`config.mk`:
```
export PLATFORM = sky130hd
export DESIGN_NAME = fetch_ctrl
export DESIGN_NICKNAME = d
export VERILOG_FILES = /design/src/rtl/cpu_defs.sv /design/src/rtl/fetch_ctrl.sv
export SDC_FILE = /design/constraint.sdc
export NUM_CORES = 1
export LEC_CHECK = 0
export ABC_AREA = 1
export ABC_CLOCK_PERIOD_IN_PS = 2500
export CORE_UTILIZATION = 34
export CTS_BUF_LIST = sky130_fd_sc_hd__clkbuf_8
export DETAILED_ROUTE_END_ITERATION = 7
export PLACE_DENSITY = 0.82
export SYNTH_ARGS = -nofsm -noshare
export SYNTH_HDL_FRONTEND = slang
export SYNTH_SLANG_ARGS = --single-unit
```
`constraint.sdc`:
```
create_clock -name Clk -period 2.5 [get_ports Clk]
set_clock_uncertainty 0.2 [all_clocks]
set_input_delay 0.375 -clock Clk [delete_from_list [all_inputs] [get_ports Clk]]
set_output_delay 0.375 -clock Clk [all_outputs]
set_load 0.02 [all_outputs]
```
`src/rtl/cpu_defs.sv`:
```
// cpu_defs: shared encodings for the fetch-side control logic.
//   - npc_sel_e : next-PC select codes driven on NPC_ctrl
//   - fsm_st_e  : interrupt FSM states (state bit doubles as EXL)
//   - HANDLER_VEC_DEF : default interrupt handler entry address
package cpu_defs;

  localparam logic [31:0] HANDLER_VEC_DEF = 32'h0000_4180;

  typedef enum logic [2:0] {
    NPC_PC4  = 3'd0,
    NPC_BR   = 3'd1,
    NPC_JJAL = 3'd2,
    NPC_JR   = 3'd3,
    NPC_JI   = 3'd4
  } npc_sel_e;

  // Encoded so the state register bit is directly the EXL flag.
  typedef enum logic {
    ST_RUN = 1'b0,
    ST_EXC = 1'b1
  } fsm_st_e;

endpackage

```
`src/rtl/fetch_ctrl.sv`:
```
// fetch_ctrl: next-PC selection with single-level interrupt entry/return.
//   Inputs : Clk, Reset (async, active-low), Stall, Jtype[2:0], Jump_in_D,
//            PC_F[31:0], PC_D[31:0], Int_req, Int_en, Eret
//   Outputs: En (PC write enable), NPC_ctrl[2:0], JI[31:0] (handler or EPC),
//            EPC[31:0], EXL, BD, Flush_FD
// All outputs other than EPC/EXL/BD are a combinational decode of the
// registered state and the current inputs (zero-cycle latency).
module fetch_ctrl
  import cpu_defs::*;
#(
  parameter logic [31:0] HANDLER_VEC = HANDLER_VEC_DEF
) (
  input  logic        Clk,
  input  logic        Reset,
  input  logic        Stall,
  input  logic [2:0]  Jtype,
  input  logic        Jump_in_D,
  input  logic [31:0] PC_F,
  input  logic [31:0] PC_D,
  input  logic        Int_req,
  input  logic        Int_en,
  input  logic        Eret,
  output logic        En,
  output logic [2:0]  NPC_ctrl,
  output logic [31:0] JI,
  output logic [31:0] EPC,
  output logic        EXL,
  output logic        BD,
  output logic        Flush_FD
);

  fsm_st_e     state_q, state_d;
  logic        pend_q, pend_d;
  logic [31:0] epc_q, epc_d;
  logic        bd_q, bd_d;

  logic        int_entry;
  logic        int_ret;
  npc_sel_e    jtype_sel;

  // Reserved redirect codes 4-7 collapse to plain PC+4.
  always_comb begin
    jtype_sel = NPC_PC4;
    case (Jtype)
      3'd1:    jtype_sel = NPC_BR;
      3'd2:    jtype_sel = NPC_JJAL;
      3'd3:    jtype_sel = NPC_JR;
      default: jtype_sel = NPC_PC4;
    endcase
  end

  // Int_req is OR'd in so a request arriving in the entry cycle needs no
  // extra latch cycle. Reset gates both events so outputs stay benign.
  assign int_entry = Reset && (state_q == ST_RUN) && (pend_q || Int_req)
                     && Int_en && !Stall;
  assign int_ret   = Reset && (state_q == ST_EXC) && Eret && !Stall;

  // Next-state and output decode.
  always_comb begin
    state_d  = state_q;
    pend_d   = pend_q | Int_req;
    epc_d    = epc_q;
    bd_d     = bd_q;
    En       = 1'b1;
    NPC_ctrl = NPC_PC4;
    Flush_FD = 1'b0;
    JI       = (state_q == ST_EXC) ? epc_q : HANDLER_VEC;

    if (!Reset) begin
      // Outputs held at their reset values while reset is asserted.
      En       = 1'b1;
      NPC_ctrl = NPC_PC4;
      Flush_FD = 1'b0;
      JI       = HANDLER_VEC;
    end else if (int_entry) begin
      En       = 1'b1;
      NPC_ctrl = NPC_JI;
      Flush_FD = 1'b1;
      JI       = HANDLER_VEC;
      // A redirect in D is preserved by resuming at the branch itself.
      epc_d    = Jump_in_D ? PC_D : PC_F;
      bd_d     = Jump_in_D;
      pend_d   = 1'b0;
      state_d  = ST_EXC;
    end else if (int_ret) begin
      En       = 1'b1;
      NPC_ctrl = NPC_JI;
      Flush_FD = 1'b1;
      JI       = epc_q;
      state_d  = ST_RUN;
    end else if (Stall) begin
      En       = 1'b0;
      NPC_ctrl = NPC_PC4;
      Flush_FD = 1'b0;
    end else begin
      En       = 1'b1;
      NPC_ctrl = jtype_sel;
      Flush_FD = 1'b0;
    end
  end

  always_ff @(posedge Clk or negedge Reset) begin
    if (!Reset) begin
      state_q <= ST_RUN;
      pend_q  <= 1'b0;
      epc_q   <= 32'h0;
      bd_q    <= 1'b0;
    end else begin
      state_q <= state_d;
      pend_q  <= pend_d;
      epc_q   <= epc_d;
      bd_q    <= bd_d;
    end
  end

  assign EXL = (state_q == ST_EXC);
  assign EPC = epc_q;
  assign BD  = bd_q;

endmodule
```
Word-level counts from Yosys, hierarchy flattened
Cells that the tools add are included.
W data, S select, Z words.
{ "totals": {"ff_bits": 35, "input_bits": 74, "out_inout_bits": 71, "wordCells": 42} }
{ "classes": {"eq_ne": 3, "mux": 21, "bitwise_logic": 2, "reduce_logical": 12} }
{ "op_table": {"columns": ["operator", "n"], "rows": [
  ["$mux W32", 5],
  ["$mux W1", 11],
  ["$mux W3", 3],
  ["$logic_and A1 B1 Y1", 7],
  ["$eq A3 B2 Y1 const B", 2],
  ["$pmux W2 S3", 1],
  ["$reduce_and A2 Y1", 2],
  ["$eq A3 B1 Y1 const B", 1],
  ["$mux W2", 1],
  ["$reduce_bool A2 Y1", 1],
  ["$logic_not A1 Y1", 1],
  ["$logic_or A1 B1 Y1", 1],
  ["$not A1 Y1", 1],
  ["$or A1 B1 Y1", 1]
]} }

Logic depth before layout (Yosys ltp)
{ "depth": {"word_depth": 7, "ltp_mapped": 7} }

Worst setup path before layout
No wires, ideal clock.
{ "synth_timing": {"path_type": "register to output", "from": "register state_q, in the netlist EXL", "to": "output NPC_ctrl[0]", "arrival_time_ps": 1249, "slack_ps": 676, "path_stages_with_launch": 6, "path_buffers": 0, "path_cell_list": "dfrtp_1 > nand2_1 > nor2_1 > inv_1 > nand2_1 > nor2_1"} }
{ "synth_via": {"elab_chain_len": 7, "elab_cells_between_ends": 11, "cone_classes": "mux (3); bitwise (1); reduce/logical (7)"} }
{ "synth_rtl": {"columns": ["item", "line", "text"], "rows": [
  ["start, declared", "fetch_ctrl.sv:32", "fsm_st_e state_q, state_d;"],
  ["start signal, assigned", "fetch_ctrl.sv:109", "state_q <= state_d;"],
  ["$not A1 Y1", "fetch_ctrl.sv:54", "assign int_entry = Reset && (state_q == ST_RUN) && (pend_q || Int_req)"],
  ["$logic_and A1 B1 Y1 (2 in a row)", "fetch_ctrl.sv:54", null],
  ["$logic_and A1 B1 Y1 (2 in a row)", "fetch_ctrl.sv:55", "&& Int_en && !Stall;"],
  ["$mux W3 (*)", "fetch_ctrl.sv:75", "end else if (int_entry) begin"],
  ["$mux W3 (*)", "fetch_ctrl.sv:69", "if (!Reset) begin"],
  ["end, declared", "fetch_ctrl.sv:24", "output logic [2:0] NPC_ctrl,"]
]} }
Every way passes the cells marked *; elsewhere a longest branch is shown, timed or not.

Worst setup path after layout
{ "layout_timing": {"from": "register state_q, in the netlist EXL", "to": "output JI[8]"} }
{ "layout_via": {"elab_chain_len": 7, "elab_cells_between_ends": 12, "cone_classes": "mux (4); bitwise (1); reduce/logical (7)"} }
{ "layout_rtl": {"columns": ["item", "line", "text"], "rows": [
  ["$not A1 Y1", "fetch_ctrl.sv:54", null],
  ["$logic_and A1 B1 Y1 (2 in a row)", "fetch_ctrl.sv:54", null],
  ["$logic_and A1 B1 Y1 (2 in a row)", "fetch_ctrl.sv:55", null],
  ["$mux W32 (*)", "fetch_ctrl.sv:75", null],
  ["$mux W32 (*)", "fetch_ctrl.sv:69", null],
  ["end, declared", "fetch_ctrl.sv:25", "output logic [31:0] JI,"]
]} }
Marked as above.

==> impl_table.tex <==
\begin{tabular}{lr}
\hline
Metric & Value \\
\hline
\multicolumn{2}{l}{\textbf{Yosys}} \\
\quad Dominant cell type by area after synthesis & sky130\_fd\_sc\_hd\_\_dfrtp\_1 \\
\quad Commonest cells in the synthesized netlist & 169 x sky130\_fd\_sc\_hd\_\_nand2\_1, 35 x sky130\_fd\_sc\_hd\_\_dfrtp\_1, 35 x sky130\_fd\_sc\_hd\_\_nand3\_1 \\
\quad Combinational family with the most area after synthesis & simple AND/OR/NAND/NOR gates \\
\quad Total number of yosys warnings & 0 \\
\quad Sequential area share after synthesis & 41.3\% \\
\quad Simple-gate area share of the yosys netlist & 46.8\% \\
\quad Synthesized flop and latch total & 35 \\
\quad Share of synthesized area spent on multiplexers & 0\% \\
\quad Total standard cell area after synthesis & 0.00212 sq mm \\
\quad Mean Syn Cell Area & 6.35 sq um \\
\quad Xor-xnor portion of the synthesized cell area & 0\% \\
\quad Total nets after synthesis & 408 \\
\quad Compound-Gate Fraction of Synth Area & 0.472\% \\
\quad EDFF count, synth & 0 \\
\quad Area fraction of the dominant cell type after synthesis & 41.3\% \\
\quad Main synth FF type & sky130\_fd\_sc\_hd\_\_dfrtp\_1 \\
\quad Gate Count Post-Synth & 334 \\
\quad Count of cell types in the netlist & 17 \\
\quad Biggest area contributors in the synthesized netlist & sky130\_fd\_sc\_hd\_\_dfrtp\_1 41\%, sky130\_fd\_sc\_hd\_\_nand2\_1 30\%, sky130\_fd\_sc\_hd\_\_nand3\_1 8.3\%, sky130\_fd\_sc\_hd\_\_nor2\_1 6.0\%, sky130\_fd\_sc\_hd\_\_inv\_1 5.1\% \\
\quad Most common cell in the synthesized netlist & sky130\_fd\_sc\_hd\_\_nand2\_1 \\
\quad Share of synthesized flip-flops with an asynchronous set or reset & 100\% \\
\quad Adder and majority gate portion of the synthesized area & 0\% \\
\multicolumn{2}{l}{\textbf{Cells and area}} \\
\quad Fraction of final layout cells with drive strength greater than 1 & 6.24\% \\
\quad Area taken by multi-input logic gates & 0.00100 sq mm \\
\quad Number of fillers in the final layout & 551 \\
\quad Count of nets after finishing & 554 \\
\quad Layout area overhead & 76.9\% \\
\quad Total area of sequential cells & 877 sq um \\
\quad ANT cells & 0 \\
\multicolumn{2}{l}{\textbf{Critical path}} \\
\quad Critical path peak fanout & 15 \\
\quad CP bufs+invs & 2 \\
\quad Worst stage delay on the critical path & 0.54 ns \\
\quad Endpoint required time on the critical path & 1.92 ns \\
\quad Gate family responsible for the most delay along the worst path & buffers and inverters \\
\quad Critical-path cell with the highest stage delay & sky130\_fd\_sc\_hd\_\_clkdlybuf4s50\_1 \\
\quad Arrival time of data at the critical path endpoint & 1.84 ns \\
\quad Worst setup SP type & flop \\
\quad Worst path cell trace & nand2\_1, buf\_4, or2\_2, clkdlybuf4s50\_1 \\
\quad Nature of the critical path endpoint & output pin \\
\quad Register-to-register setup slack & 1.00 ns \\
\quad Category of the critical setup timing path & reg -> out \\
\multicolumn{2}{l}{\textbf{Placement}} \\
\quad Post-DP HPWL & 5210 microns \\
\quad Worst-case setup slack after placement & 0.00960 ns \\
\quad \# port buffers & 144 \\
\quad Final weighted congestion of routability-driven global placement & 0.763 \\
\multicolumn{2}{l}{\textbf{Drt}} \\
\quad Pre-Repair DR Iteration Count & 4 \\
\quad Via density per instance & 4.51 \\
\quad Wire per inst & 12.4 microns \\
\quad Starting DRT DRC Count & 101 \\
\quad Number of routed nets with antenna violations & 0 \\
\quad Routed wire length & 6890 microns \\
\quad Remaining design rule violation count & 0 \\
\quad DR vias & 2506 \\
\multicolumn{2}{l}{\textbf{GRT}} \\
\quad Met3 usage & 5.96\% \\
\quad GRT met1 Usage & 23.5\% \\
\quad GRT busiest layer & met2 \\
\quad Total Routing Usage GR & 21.0\% \\
\quad Vias in the first global route & 2280 \\
\quad Maximum number of pins on one net before global-route repair & 35 \\
\quad Met2 Usage GRT & 39.5\% \\
\quad Total grt overflow & 0 \\
\quad Number of antenna violations at the first check in global routing & 0 \\
\quad Global-route wire length before repair & 10400 microns \\
\multicolumn{2}{l}{\textbf{Clock tree}} \\
\quad Clock Sinks & 35 \\
\quad \# Post-CTS Setup Buffers & 0 \\
\quad Clock tree from TritonCTS & built \\
\quad Clk Latency, worst-skew pair & 0.28 ns \\
\quad Root buffer cell & sky130\_fd\_sc\_hd\_\_clkbuf\_8 \\
\quad Clock transition at the registers of the reported paths & 0.07 ns \\
\quad Total CTS buffers & 5 \\
\quad Deepest level of the CTS H-tree & 2 \\
\quad Bufs on Longest Clock Path & 2 \\
\multicolumn{2}{l}{\textbf{STA}} \\
\quad Transition at the pin with the smallest max-transition slack & 0.524 ns \\
\quad Worst max-slew margin expressed relative to the limit & 65.0\% \\
\quad Summed negative setup slack over all endpoints & 0 ns \\
\quad Period Utilization, post-route & 96.7\% \\
\quad Hold Fails Final Rpt & 0 \\
\quad Count of endpoints failing setup in the final report & 0 \\
\quad Pins Over Slew Limit & 0 \\
\quad Final worst hold slack & 0.282 ns \\
\quad Setup slack after layout & 0.0836 ns \\
\quad Fmax & 414 MHz \\
\quad Setup repair after global routing missed its margin & no \\
\quad Tmin final & 2.42 ns \\
\multicolumn{2}{l}{\textbf{Power}} \\
\quad Maximum vdd ir drop & 0.530 mV \\
\quad Pleak & 1.97 nW \\
\quad Total power density per cell area & 948 mW/mm\^{}2 \\
\multicolumn{2}{l}{\textbf{Die}} \\
\quad Floorplan die height & 81.0 microns \\
\quad Die Span X & 81.0 microns \\
\quad Area of the placeable core & 0.00596 sq mm \\
\quad Initial core utilization & 35.6\% \\
\quad Die area & 0.00655 sq mm \\
\quad Core Rows & 28 \\
\quad I/O pin cnt & 145 \\
\multicolumn{2}{l}{\textbf{Job}} \\
\quad Number of maximum-capacitance constraint violations & 0 \\
\multicolumn{2}{l}{\textbf{Worst hold path}} \\
\quad Path category of the worst min-delay check & reg -> reg \\
\multicolumn{2}{l}{\textbf{Status}} \\
\quad Status & complete, no violations \\
\hline
\end{tabular}
==> layer usage <==
metal	routed length (microns)	share of wire, %	vias up
met1	2750	40	1105
met5	0	0	-
met2	3460	50	109
li1	-	-	1287
met4	36	0.52	0
met3	637	9.2	5
==> through the flow <==
stage	instance area [sq um]	util [%]	std cells	total power, mW
detailed placement	3620	60.8	545	3.19
floorplan	2120	-	334	2.08
finish	3750	63.0	556	3.55
CTS	3730	62.7	556	3.59
global placement	3620	60.8	545	3.14
global route	3750	63.0	556	3.79
==> flip-flops by register name (all words and copies together) (netlist names) <==
| signal | count |
|---|---|
| EPC | 32 |
| BD | 1 |
| EXL | 1 |
| pend_q | 1 |
==> worst min-delay path, cell delays in order, from the launching register on <==
cell	delay [ns]
sky130_fd_sc_hd__dfrtp_1	0.34
sky130_fd_sc_hd__nand2_1	0.06
sky130_fd_sc_hd__nand2_1	0.05
==> final cells by class <==
class,instances,share of cell area (%)
clock buffer,5,1.84
clock inverter,3,0.434
inverter,33,3.34
multi-input combinational,246,26.7
sequential,35,23.4
tap,75,2.50
timing repair buffer,159,41.8
==> report_power, final <==
part | total (mW) | internal, mW | switching, mW
sequential | 1.09 | 0.845 | 0.243
clock | 0.384 | 0.190 | 0.194
combinational | 2.08 | 0.989 | 1.09
total | 3.55 | 2.02 | 1.53
==> cell families (layout without fill, tap and decap cells) <==
logic type / after synthesis / after routing
simple gates: 244 / 244
buf+inv: 53 / 200
flops: 35 / 35
compound gates: 2 / 2
==> worst paths after layout <==
path | startpoint | to | cells after the start
setup / recovery | EXL$_DFFE_PN0P_ | JI[8] | 4
hold / removal | BD$_DFFE_PN0P_ | BD$_DFFE_PN0P_ | 2
setup reg to reg | EXL$_DFFE_PN0P_ | EPC[4]$_DFFE_PN0P_ | 5
hold reg to reg | BD$_DFFE_PN0P_ | BD$_DFFE_PN0P_ | 2
max in group asynchronous | Reset | EXL$_DFFE_PN0P_ | 3
min in group asynchronous | Reset | EPC[12]$_DFFE_PN0P_ | 3
==> what timing repair did <==
action                                 4_1_cts  5_1_grt
endpoints found under the hold margin       35        0
hold buffers                                 3        0
setup endpoints to repair                    4        8
resized for setup                            3        7
==> cell usage in the layout, fill, tap and decap left out, types with 2 or more instances in the layout <==
master / instances
sky130_fd_sc_hd__clkinv_2: 2
sky130_fd_sc_hd__clkbuf_8: 5
sky130_fd_sc_hd__inv_2: 3
sky130_fd_sc_hd__dfrtp_1: 34
sky130_fd_sc_hd__nand2_1: 169
sky130_fd_sc_hd__inv_1: 30
sky130_fd_sc_hd__nand3_1: 35
sky130_fd_sc_hd__buf_4: 12
sky130_fd_sc_hd__or2_2: 2
sky130_fd_sc_hd__clkdlybuf4s50_1: 134
sky130_fd_sc_hd__dlymetal6s2s_1: 6
sky130_fd_sc_hd__dlygate4sd2_1: 3
sky130_fd_sc_hd__nor2_1: 34
sky130_fd_sc_hd__dlygate4sd3_1: 3
No activity file was read; power rests on OpenSTA's default activity.
==> RTL edit (same settings) <==
Reset style: synchronous (`Reset`), changed in one clocked block. Comments in the files are not updated.
--- a/src/rtl/fetch_ctrl.sv
+++ b/src/rtl/fetch_ctrl.sv
@@ -99,7 +99,7 @@
     end
   end
 
-  always_ff @(posedge Clk or negedge Reset) begin
+  always_ff @(posedge Clk) begin
     if (!Reset) begin
       state_q <= ST_RUN;
       pend_q  <= 1'b0;
Behaviour: differs if Reset is asserted again (counterexample within 4 cycles, from zero or initial values and one cycle with Reset low); with Reset held inactive, the same outputs for 10 cycles.
==> RTL edit against the unedited design <==
Wire length shrank 5.6%; setup slack got worse by 17 ps; synthesized area shrank 0.94%; synthesized cell count increased by 2.1%; sequential cell count stayed put; cell area fell by 0.60%; register-to-register slack better by 30 ps.
Power is not compared: it rests on default switching activity, and its combinational part moved more than twofold at a synthesized area within 25%.
==> RTL edit: results <==
metrics = {
    "layout": {
        "nNetsFinal": 557,
        "inv_count": 63,
        "multi_input_gates": 220,
        "nonClockBufferCount": 158,
        "final-nonclk-buf-share": 0.4340,
        "clkCellAreaFrac": 0.01947,
        "areaGrowthSynthToFinish_pct": 77.53,
        "drive_above_1_share": 0.05809,
        "multi_input_area_um2": 1006,
    },
    "clock_tree": {
        "htreeDepth": 2,
    },
    "worst_hold_path": {
        "min_from": "BD",
        "whs_endpoint": "BD",
    },
    "routing": {
        "post_drt_wl_per_cell_um": 11.68,
        "avgViaCountPerCell": 4.531,
        "detailedRoute.firstIterationViolations": 49,
    },
    "worst_setup_path": {
        "r2r-end": "EPC[7]",
        "reg2regPathDepth": 6,
        "ff2ff_setup_slack_ps": 1030,
        "startpoint": "Reset",
        "path_max_fanout": 5,
        "cpPeakStageDelay_ps": 620,
        "cp.arrival_ps": 1860,
        "endpoint": "JI[17]",
        "r2r_start": "EXL",
    },
    "place": {
        "dpl-instance-area_um2": 3603,
        "gp_congestion": 0.7840,
        "dp_slack_ps": -126.9,
        "placed_cells": 551,
        "dp_hpwl_um": 4906,
    },
    "yosys": {
        "synth_common_cells": "nand2_1 (78), nand3_1 (67), inv_1 (63)",
        "ys_top_cells_by_area": "dfxtp_1 (33%), nand3_1 (16%), nand2_1 (14%)",
        "syn_inst": 341,
        "yosysSeqAreaShare": 0.3337,
        "synthArstFlopShare": 0,
        "synth.distinct_cells": 19,
        "synth_nets": 415,
    },
    "global_routing": {
        "grt_max_degree": 36,
        "grt_pass1_vias": 2253,
    },
    "timing": {
        "worst_pin_slew_ps": 458.3,
        "fin_hold_ws_ps": 262.8,
    },
    "status": {
        "outcome": "completed",
    },
}
[RTL edit: cell count changes in the layout (fill, tap and decap cells not counted), sizes merged, moves of 4 or more]
cell,unedited run,this run
o21ai,1,33
dlygate4sd2,3,7
clkdlybuf4s50,134,112
inv,33,64
dlymetal6s2s,6,24
dfxtp,0,35
nand3,36,68
dfrtp,35,0
nand2,169,79
[RTL edit: per-layer routing]
metal / track usage / share of wire / vias up
li1: - / - / 1323
met1: 0.2133 / 0.41 / 1092
met2: 0.3831 / 0.50 / 104
met3: 0.04205 / 0.084 / 5
met4: 0.05536 / 0.0063 / 0
met5: 0 / 0 / -
[RTL edit: critical path, delay by kind of cell]
kind	cells	cell delay, ps
buffers and inverters	4	1370
and+or+nand+nor	1	110
[RTL edit: logic make-up after synthesis]
logic type             count (synthesis)  synth area share
AO/OA/AOI/OAI                         33           0.07866
AND/OR/NAND/NOR                      187            0.4005
buffers and inverters                 86            0.1871
flip-flops                            35            0.3337
